[src/rtl/pu_ctrl_host.sv]
// Host-side control for the PU: doorbell queue, masked edge-triggered external
// interrupts, sleep/wake handshake, PC stall watchdog and an other_ack counter.
module pu_ctrl_host #(
    parameter int N_EXT       = 8,
    parameter int MAX_PEND    = 15,
    parameter int ADDR_W      = 32,
    parameter int STALL_LIMIT = 1024,
    parameter int CNT_W       = 16,
    localparam int CW         = (N_EXT > 1) ? $clog2(N_EXT) : 1
) (
    input  logic              clk,
    input  logic              reset,
    input  logic              host_ring,
    input  logic              host_wake,
    input  logic [N_EXT-1:0]  ext_irq,
    input  logic [N_EXT-1:0]  ext_mask,
    input  logic              stall_clr,
    input  logic              sleep,
    input  logic              doorbell_ack,
    input  logic              ext_input_ack,
    input  logic              other_ack,
    input  logic [ADDR_W-1:0] mon_pc,
    input  logic              mon_hold_dc,
    output logic              doorbell,
    output logic              ext_input,
    output logic [CW-1:0]     ext_cause,
    output logic              wakeup,
    output logic              ring_ovf,
    output logic              stall,
    output logic [CNT_W-1:0]  other_ack_cnt
);
    localparam int PW = $clog2(MAX_PEND + 1);
    localparam int SW = (STALL_LIMIT > 0) ? $clog2(STALL_LIMIT + 1) : 1;

    typedef enum logic [1:0] {ST_RUN, ST_SLEEP, ST_WAKE} state_t;

    state_t            state, state_n;
    logic [PW-1:0]     pend_cnt, pend_cnt_n;
    logic              ovf_n, ack_take, work;
    logic [N_EXT-1:0]  irq_prev, pend, pend_n, clr, act_n;
    logic [CW-1:0]     cause_n;
    logic [ADDR_W-1:0] pc_prev;
    logic [SW-1:0]     wd_cnt, wd_cnt_n;
    logic              stall_set;

    assign ack_take = doorbell_ack && (pend_cnt != '0);
    assign work     = doorbell | ext_input | host_wake;

    // A ring and a valid ack in the same cycle cancel out.
    always_comb begin
        pend_cnt_n = pend_cnt;
        ovf_n      = 1'b0;
        if (host_ring && !ack_take) begin
            if (pend_cnt == PW'(MAX_PEND)) ovf_n = 1'b1;
            else                           pend_cnt_n = pend_cnt + PW'(1);
        end else if (!host_ring && ack_take) begin
            pend_cnt_n = pend_cnt - PW'(1);
        end
    end

    // The ack clears the line currently presented; a new edge on it wins.
    always_comb begin
        clr     = '0;
        cause_n = '0;
        for (int i = 0; i < N_EXT; i++)
            clr[i] = ext_input && ext_input_ack && (ext_cause == CW'(i));
        pend_n = (pend & ~clr) | (ext_irq & ~irq_prev);
        act_n  = pend_n & ext_mask;
        for (int i = N_EXT - 1; i >= 0; i--)
            if (act_n[i]) cause_n = CW'(i);
    end

    always_comb begin
        state_n = state;
        case (state)
            ST_RUN:   if (sleep) state_n = work ? ST_WAKE : ST_SLEEP;
            ST_SLEEP: if (work) state_n = ST_WAKE;
                      else if (!sleep) state_n = ST_RUN;
            ST_WAKE:  if (!sleep) state_n = ST_RUN;
            default:  state_n = ST_RUN;
        endcase
    end

    // Counter only advances while the PU runs with a frozen PC and no D-cache hold.
    always_comb begin
        wd_cnt_n = wd_cnt;
        if (STALL_LIMIT == 0 || state != ST_RUN || mon_pc != pc_prev || mon_hold_dc)
            wd_cnt_n = '0;
        else if (wd_cnt != SW'(STALL_LIMIT))
            wd_cnt_n = wd_cnt + SW'(1);
        stall_set = (STALL_LIMIT != 0) && (wd_cnt_n == SW'(STALL_LIMIT));
    end

    always_ff @(posedge clk or posedge reset) begin
        if (reset) state <= ST_RUN;
        else       state <= state_n;
    end

    always_ff @(posedge clk or posedge reset) begin
        if (reset) begin
            pend_cnt      <= '0;
            doorbell      <= 1'b0;
            ring_ovf      <= 1'b0;
            irq_prev      <= '0;
            pend          <= '0;
            ext_input     <= 1'b0;
            ext_cause     <= '0;
            wakeup        <= 1'b0;
            pc_prev       <= '0;
            wd_cnt        <= '0;
            stall         <= 1'b0;
            other_ack_cnt <= '0;
        end else begin
            pend_cnt  <= pend_cnt_n;
            doorbell  <= (pend_cnt_n != '0);
            ring_ovf  <= ovf_n;
            irq_prev  <= ext_irq;
            pend      <= pend_n;
            ext_input <= |act_n;
            ext_cause <= cause_n;
            wakeup    <= (state_n == ST_WAKE);
            pc_prev   <= mon_pc;
            wd_cnt    <= (stall_clr && !stall_set) ? '0 : wd_cnt_n;
            stall     <= stall_set | (stall & ~stall_clr);
            if (other_ack && other_ack_cnt != '1)
                other_ack_cnt <= other_ack_cnt + CNT_W'(1);
        end
    end
endmodule

[config.mk]
export PLATFORM = sky130hd
export DESIGN_NAME = pu_ctrl_host
export DESIGN_NICKNAME = d
export VERILOG_FILES = /design/src/rtl/pu_ctrl_host.sv
export SDC_FILE = /design/constraint.sdc
export NUM_CORES = 1
export LEC_CHECK = 0
export CAP_MARGIN = 20
export CORE_ASPECT_RATIO = 1.1
export CORE_MARGIN = 4
export CORE_UTILIZATION = 50
export DETAILED_ROUTE_END_ITERATION = 12
export HOLD_SLACK_MARGIN = 0.15
export PLACE_DENSITY_LB_ADDON = 0.2
export SYNTH_ARGS = -nofsm -noshare
export SYNTH_HDL_FRONTEND = slang
export SYNTH_SLANG_ARGS = --single-unit
[constraint.sdc]
create_clock -name clk -period 4.2 [get_ports clk]
set_clock_uncertainty 0.2 [all_clocks]
set_input_delay 0.63 -clock clk [delete_from_list [all_inputs] [get_ports clk]]
set_output_delay 0.63 -clock clk [all_outputs]
set_load 0.01 [all_outputs]
# Word level (Yosys, flattened, before mapping)
# Cells that the tools add are included.
[totals]
register_bits = 89
in_bits = 58
output_inout_bits = 24
elab_cells = 89
[classes]
n_addsub = 4
eq_ne = 15
n_mux = 21
bitwise_logic = 11
n_reduce_logical = 25
[op_table]
columns = ["op", "count"]
rows = [
  ["2-to-1 mux 11 bit", 3],
  ["inequality test 32 bit", 1],
  ["AND 8 bit", 3],
  ["2-to-1 mux 3 bit", 8],
  ["adder 16 x 1 -> 16 bit, second input constant", 1],
  ["inequality test 16 bit, second input constant", 1],
  ["inverter 8 bit", 2],
  ["logical AND 1 bit", 14],
  ["== test 3 bit, second input constant", 4],
  ["2-to-1 mux 4 bit", 3],
  ["adder 11 x 1 -> 11 bit, second input constant", 1],
  ["== test 11 bit, second input constant", 1],
  ["inequality test 11 bit, second input constant", 1],
  ["2-to-1 mux 2 bit", 4],
  ["OR 8 bit", 1],
  ["nonzero test 4 bit", 2],
  ["OR reduction 8 bit", 1],
  ["== test 3 x 2 -> 1 bit, second input constant", 2],
  ["one-hot mux 2 bit (3 select lines)", 1],
  ["adder 4 x 1 -> 4 bit, second input constant", 1],
  ["== test 2 bit, second input constant", 2],
  ["== test 4 bit, second input constant", 1],
  ["subtractor 4 x 1 -> 4 bit, second input constant", 1],
  ["== test 3 x 1 -> 1 bit, second input constant", 1],
  ["10 further kinds", 16],
]

# Longest topological paths before layout
[depth]
ltp_word = 14
ltp_mapped = 7

# Worst setup path before layout
# No wires, ideal clock.
[synth_path]
path_type = "reg2reg"
start = "reg pend_cnt[1]"
end = "reg doorbell"
setup_ns = 0.139
t_arrival_ns = 1.998
t_required_ns = 3.861
path_slack_ns = 1.864
stages_incl_launch_ff = 8
synth_period_minus_slack_ns = 2.336
path_cell_list = "dfrtp_1 inv_1 ha_1 or3b_4 nand2_2 mux2_4 xnor2_1 or4_1"
[synth_between]
elab_chain_len = 6
elab_cells_between_ends = 12
[synth_lines]
columns = ["element", "line_no", "text"]
rows = [
  ["start: declaration", "38", "logic [PW-1:0] pend_cnt, pend_cnt_n;"],
  ["start signal: assignment", "114", "pend_cnt <= pend_cnt_n;"],
  ["nonzero test 4 bit", "46", "assign ack_take = doorbell_ack && (pend_cnt != '0);"],
  ["logical AND 1 bit", "46", ""],
  ["logical AND 1 bit / zero test 1 bit (equally long branches)", "56, 53", ""],
  ["2-to-1 mux 4 bit / logical AND 1 bit (equally long branches)", "56, 53", ""],
  ["2-to-1 mux 4 bit *", "53", "if (host_ring && !ack_take) begin"],
  ["via pend_cnt_n[0]", "38", ""],
  ["nonzero test 4 bit *", "115", "doorbell <= (pend_cnt_n != '0);"],
  ["end signal: assignment", "115", ""],
  ["end: declaration", "24", "output logic doorbell,"],
]
# Mark *: on every way through the listed nets, which the timed path passes. The rest lies on a longest branch.
# A chain may end at the register's enable or synchronous reset.

# Final worst setup path
[layout_path]
start = "in ext_input_ack"
end = "reg ext_input"
[layout_between]
elab_chain_len = 7
elab_cells_between_ends = 14
[layout_lines]
columns = ["element", "line_no", "text"]
rows = [
  ["start: declaration", "20", "input logic ext_input_ack,"],
  ["logical AND 1 bit *", "66", "clr[i] = ext_input && ext_input_ack && (ext_cause == CW'(i));"],
  ["logical AND 1 bit", "66", ""],
  ["inverter 8 bit *", "67", "pend_n = (pend & ~clr) | (ext_irq & ~irq_prev);"],
  ["AND 8 bit *", "67", ""],
  ["OR 8 bit *", "67", ""],
  ["AND 8 bit *", "68", "act_n = pend_n & ext_mask;"],
  ["OR reduction 8 bit *", "119", "ext_input <= |act_n;"],
  ["end signal: assignment", "119", ""],
  ["end: declaration", "25", "output logic ext_input,"],
]
# Every way passes the cells marked *; elsewhere a longest branch is shown, timed or not.

==> flow_results.xml <==
<?xml version="1.0" encoding="UTF-8"?>
<metrics>
  <group name="place">
    <metric name="placed_area" unit="µm²">4910</metric>
    <metric name="place_congestion" unit="">0.846</metric>
    <metric name="place.port_buffers" unit="">81</metric>
    <metric name="place_hpwl" unit="µm">6220</metric>
  </group>
  <group name="power">
    <metric name="power_density" unit="nW/µm²">420</metric>
    <metric name="p_sw" unit="mW">0.632</metric>
    <metric name="cellLeakagePower" unit="nW">2.05</metric>
    <metric name="seq_power_share" unit="%">49.4</metric>
    <metric name="share_clk_of_total_power" unit="%">27.5</metric>
    <metric name="intPower" unit="mW">1.51</metric>
    <metric name="total_power" unit="mW">2.14</metric>
    <metric name="vdd.ir_drop.worst" unit="mV">0.276</metric>
    <metric name="power.share.combinational" unit="%">23.1</metric>
    <metric name="swShare" unit="%">29.5</metric>
  </group>
  <group name="clock_tree">
    <metric name="cts_root_buffer" unit="">sky130_fd_sc_hd__clkbuf_8</metric>
    <metric name="postCtsHoldBufs" unit="">0</metric>
    <metric name="worst_setup_hold_path_clk_slew" unit="ps">80</metric>
    <metric name="post-cts-setup-buffers" unit="">0</metric>
    <metric name="cts_tree" unit="">done</metric>
    <metric name="ctsLongestPathBuffers" unit="">2</metric>
    <metric name="cts.repair.resized" unit="">0</metric>
    <metric name="cts_sinks" unit="">89</metric>
    <metric name="numCtsBuffers" unit="">9</metric>
    <metric name="cts_max_level" unit="">3</metric>
    <metric name="worst_skew_pair.late_latency" unit="ps">350</metric>
  </group>
  <group name="global_routing">
    <metric name="globalRoute.totalOverflow" unit="">0</metric>
    <metric name="gr-usage-all-layers" unit="%">19.0</metric>
    <metric name="grt_pass1_wl" unit="µm">14200</metric>
    <metric name="antenna_violations_before_repair" unit="">0</metric>
    <metric name="first_global_vias" unit="">3065</metric>
    <metric name="maximum_number_of_pins_on_one_net_before_global_route_repair" unit="">50</metric>
  </group>
  <group name="job">
    <metric name="timing.max_cap.violations" unit="">0</metric>
  </group>
  <group name="critical_path">
    <metric name="cp_cell_sequence" unit="">clkdlybuf4s50_1 -&gt; nand3_1 -&gt; o31ai_1 -&gt; a21boi_0 -&gt; a2111oi_0 -&gt; nand4_1</metric>
    <metric name="worstSetupPathType" unit="">in -&gt; reg</metric>
    <metric name="worstSetupStartpointType" unit="">input pin</metric>
    <metric name="cp_slowest_cell" unit="">sky130_fd_sc_hd__a2111oi_0</metric>
    <metric name="cp.buffers_inverters" unit="">1</metric>
    <metric name="timing_startpoint_of_the_critical_path" unit="">ext_input_ack</metric>
    <metric name="worst_r2r_startpoint" unit="">pend_cnt[1]</metric>
    <metric name="worst-endpoint-required" unit="ps">4200</metric>
    <metric name="end_kind" unit="">flop</metric>
    <metric name="path_delay_family" unit="">compound AO/OA/AOI/OAI gates</metric>
    <metric name="worstPathArrival" unit="ps">2630</metric>
    <metric name="largest_stage_delay_on_the_critical_path" unit="ps">620</metric>
    <metric name="path_max_fanout" unit="">4</metric>
  </group>
  <group name="sta">
    <metric name="maxSlewHeadroom" unit="%">45.1</metric>
    <metric name="setup_tns_final" unit="ps">0</metric>
    <metric name="finalSetupViolations" unit="">0</metric>
    <metric name="period_needed" unit="ps">2620</metric>
    <metric name="min_period_over_period" unit="%">62.5</metric>
    <metric name="finalHoldViolations" unit="">0</metric>
    <metric name="final-max-slew-violation-count" unit="">0</metric>
    <metric name="worstMarginPinSlew" unit="ps">822</metric>
    <metric name="worst_hold_slack" unit="ps">283</metric>
    <metric name="maxClockFrequency" unit="MHz">381</metric>
    <metric name="unrepaired_setup_endpoints_after_global_routing" unit="">false</metric>
  </group>
  <group name="finish">
    <metric name="most-common-layout-cells" unit="">sky130_fd_sc_hd__dfrtp_1, sky130_fd_sc_hd__clkdlybuf4s50_1, sky130_fd_sc_hd__xnor2_1</metric>
    <metric name="antenna-diode-count" unit="">0</metric>
    <metric name="finish.instance_area" unit="µm²">5110</metric>
    <metric name="layout-area-overhead-vs-synth" unit="%">29.0</metric>
    <metric name="final_net_count" unit="">501</metric>
    <metric name="layout-drive-gt1-share" unit="%">7.67</metric>
    <metric name="post-route-util" unit="%">67.2</metric>
    <metric name="layout.cells.most_common" unit="">sky130_fd_sc_hd__dfrtp_1</metric>
  </group>
  <group name="floorplan">
    <metric name="initial_utilization" unit="%">52.1</metric>
    <metric name="die_x" unit="µm">92.9</metric>
    <metric name="die-area" unit="µm²">9410</metric>
    <metric name="i_o_pins" unit="">82</metric>
    <metric name="core_area" unit="µm²">7600</metric>
    <metric name="row_count" unit="">33</metric>
    <metric name="dieHeight" unit="µm">101</metric>
  </group>
  <group name="run_status">
    <metric name="status" unit="">completed</metric>
  </group>
  <group name="logic_synthesis">
    <metric name="postSynthAreaPerCell" unit="µm²">11.4</metric>
    <metric name="ys_dominant_reg_cell" unit="">sky130_fd_sc_hd__dfrtp_1</metric>
    <metric name="synth_async_sr_flop_share" unit="%">100</metric>
    <metric name="ys_types" unit="">55</metric>
    <metric name="yosys_warnings" unit="">0</metric>
    <metric name="synth_seq_area_share" unit="%">56.2</metric>
    <metric name="yosys_register_bits" unit="">89</metric>
    <metric name="edff_count_synth" unit="">0</metric>
    <metric name="synthesis.area" unit="µm²">3960</metric>
    <metric name="netlist_instances" unit="">346</metric>
    <metric name="synth.net_count" unit="">409</metric>
  </group>
  <group name="routing">
    <metric name="drt_iter0_markers" unit="">94</metric>
    <metric name="total_iterations_of_the_first_detailed_routing_run" unit="">4</metric>
    <metric name="route.detailed.vias_per_inst" unit="">5.24</metric>
    <metric name="route.vias.total" unit="">2870</metric>
    <metric name="drt_drc_violations_left" unit="">0</metric>
    <metric name="routed_wl" unit="µm">8090</metric>
    <metric name="drtAntennaViolNets" unit="">0</metric>
    <metric name="routedWlPerCell" unit="µm">14.8</metric>
  </group>
  <group name="worst_hold_path">
    <metric name="path_category_of_the_worst_min_delay_check" unit="">reg -&gt; reg</metric>
    <metric name="holdCritStartpoint" unit="">doorbell</metric>
  </group>
</metrics>
-- power by group through the flow --
| stage | Combinational [mW] | Clock, mW | Sequential (mW) |
|---|---|---|---|
| after floorplan | 0.268 | 0 | 1.07 |
| final | 0.494 | 0.590 | 1.06 |
| after CTS | 0.499 | 0.611 | 1.06 |
| after global routing | 0.554 | 0.656 | 1.08 |
| after detailed placement | 0.498 | 0 | 1.08 |
| after global placement | 0.483 | 0 | 1.07 |
-- registers in the layout, indices dropped and copies added, names as in the netlist, 2 cells and up --
signal,flops
ext_cause,3
irq_prev,8
other_ack_cnt,16
pc_prev,32
pend,8
pend_cnt,4
state,2
wd_cnt,11
-- worst reg2reg max path, delay by kind of cell (launching register included) --
family,cells,cell delay [ps]
and+or+nand+nor,3,990
xor gates and xnor gates,1,140
buffers and inverters,1,100
adders and majority gates,1,180
muxes,1,310
DFF,1,440
-- cells in the mapped netlist (all sizes together) (6+ instances only) --
master	n	share of area [%]
inv	11	1.0
xor2	15	3.3
a21boi	6	1.1
nand2	26	2.6
o21ai	9	1.1
nand2b	10	1.6
nand4	18	2.8
nand3	11	1.4
nor3	13	1.6
nor2	22	2.1
dfrtp	89	56
xnor2	42	9.3
-- cell families after synthesis --
group / synth area share [%]
simple gates: 17.7
flops: 56.2
xor+xnor: 12.6
compound gates: 9.41
buf+inv: 1.36
fa+ha+maj: 1.58
mux: 1.17
-- cell type report --
type	instances	area, µm²
clock buffer	9	124
clock inverter	7	77.6
sequential	89	2230
timing repair buffer	83	826
tap	105	131
multi-input combinational	244	1680
inverter	11	42.5
fill	622	2490
-- through the flow --
step	std cells	setup slack, ps
CTS	548	1620
finish	548	1580
floorplan	346	1060
detailed placement	532	1240
global placement	532	1300
global route	548	1360
-- per-layer routing --
metal	vias to the layer above	GRT usage, %	share of wire (%)
met5	-	0	0
met3	13	5.57	5.2
li1	1411	-	-
met1	1370	23.9	44
met2	76	31.6	49
met4	0	6.76	1.7
-- worst paths after layout --
kind	end	slack, ps	cells past startpoint
max	ext_input	1580	6
min	state[0]	280	1
max reg2reg	doorbell	1720	7
min reg2reg	state[0]	280	1
max in group asynchronous	pc_prev[9]	2470	3
min in group asynchronous	other_ack_cnt[6]	530	2
No activity file was read; power rests on OpenSTA's default activity.
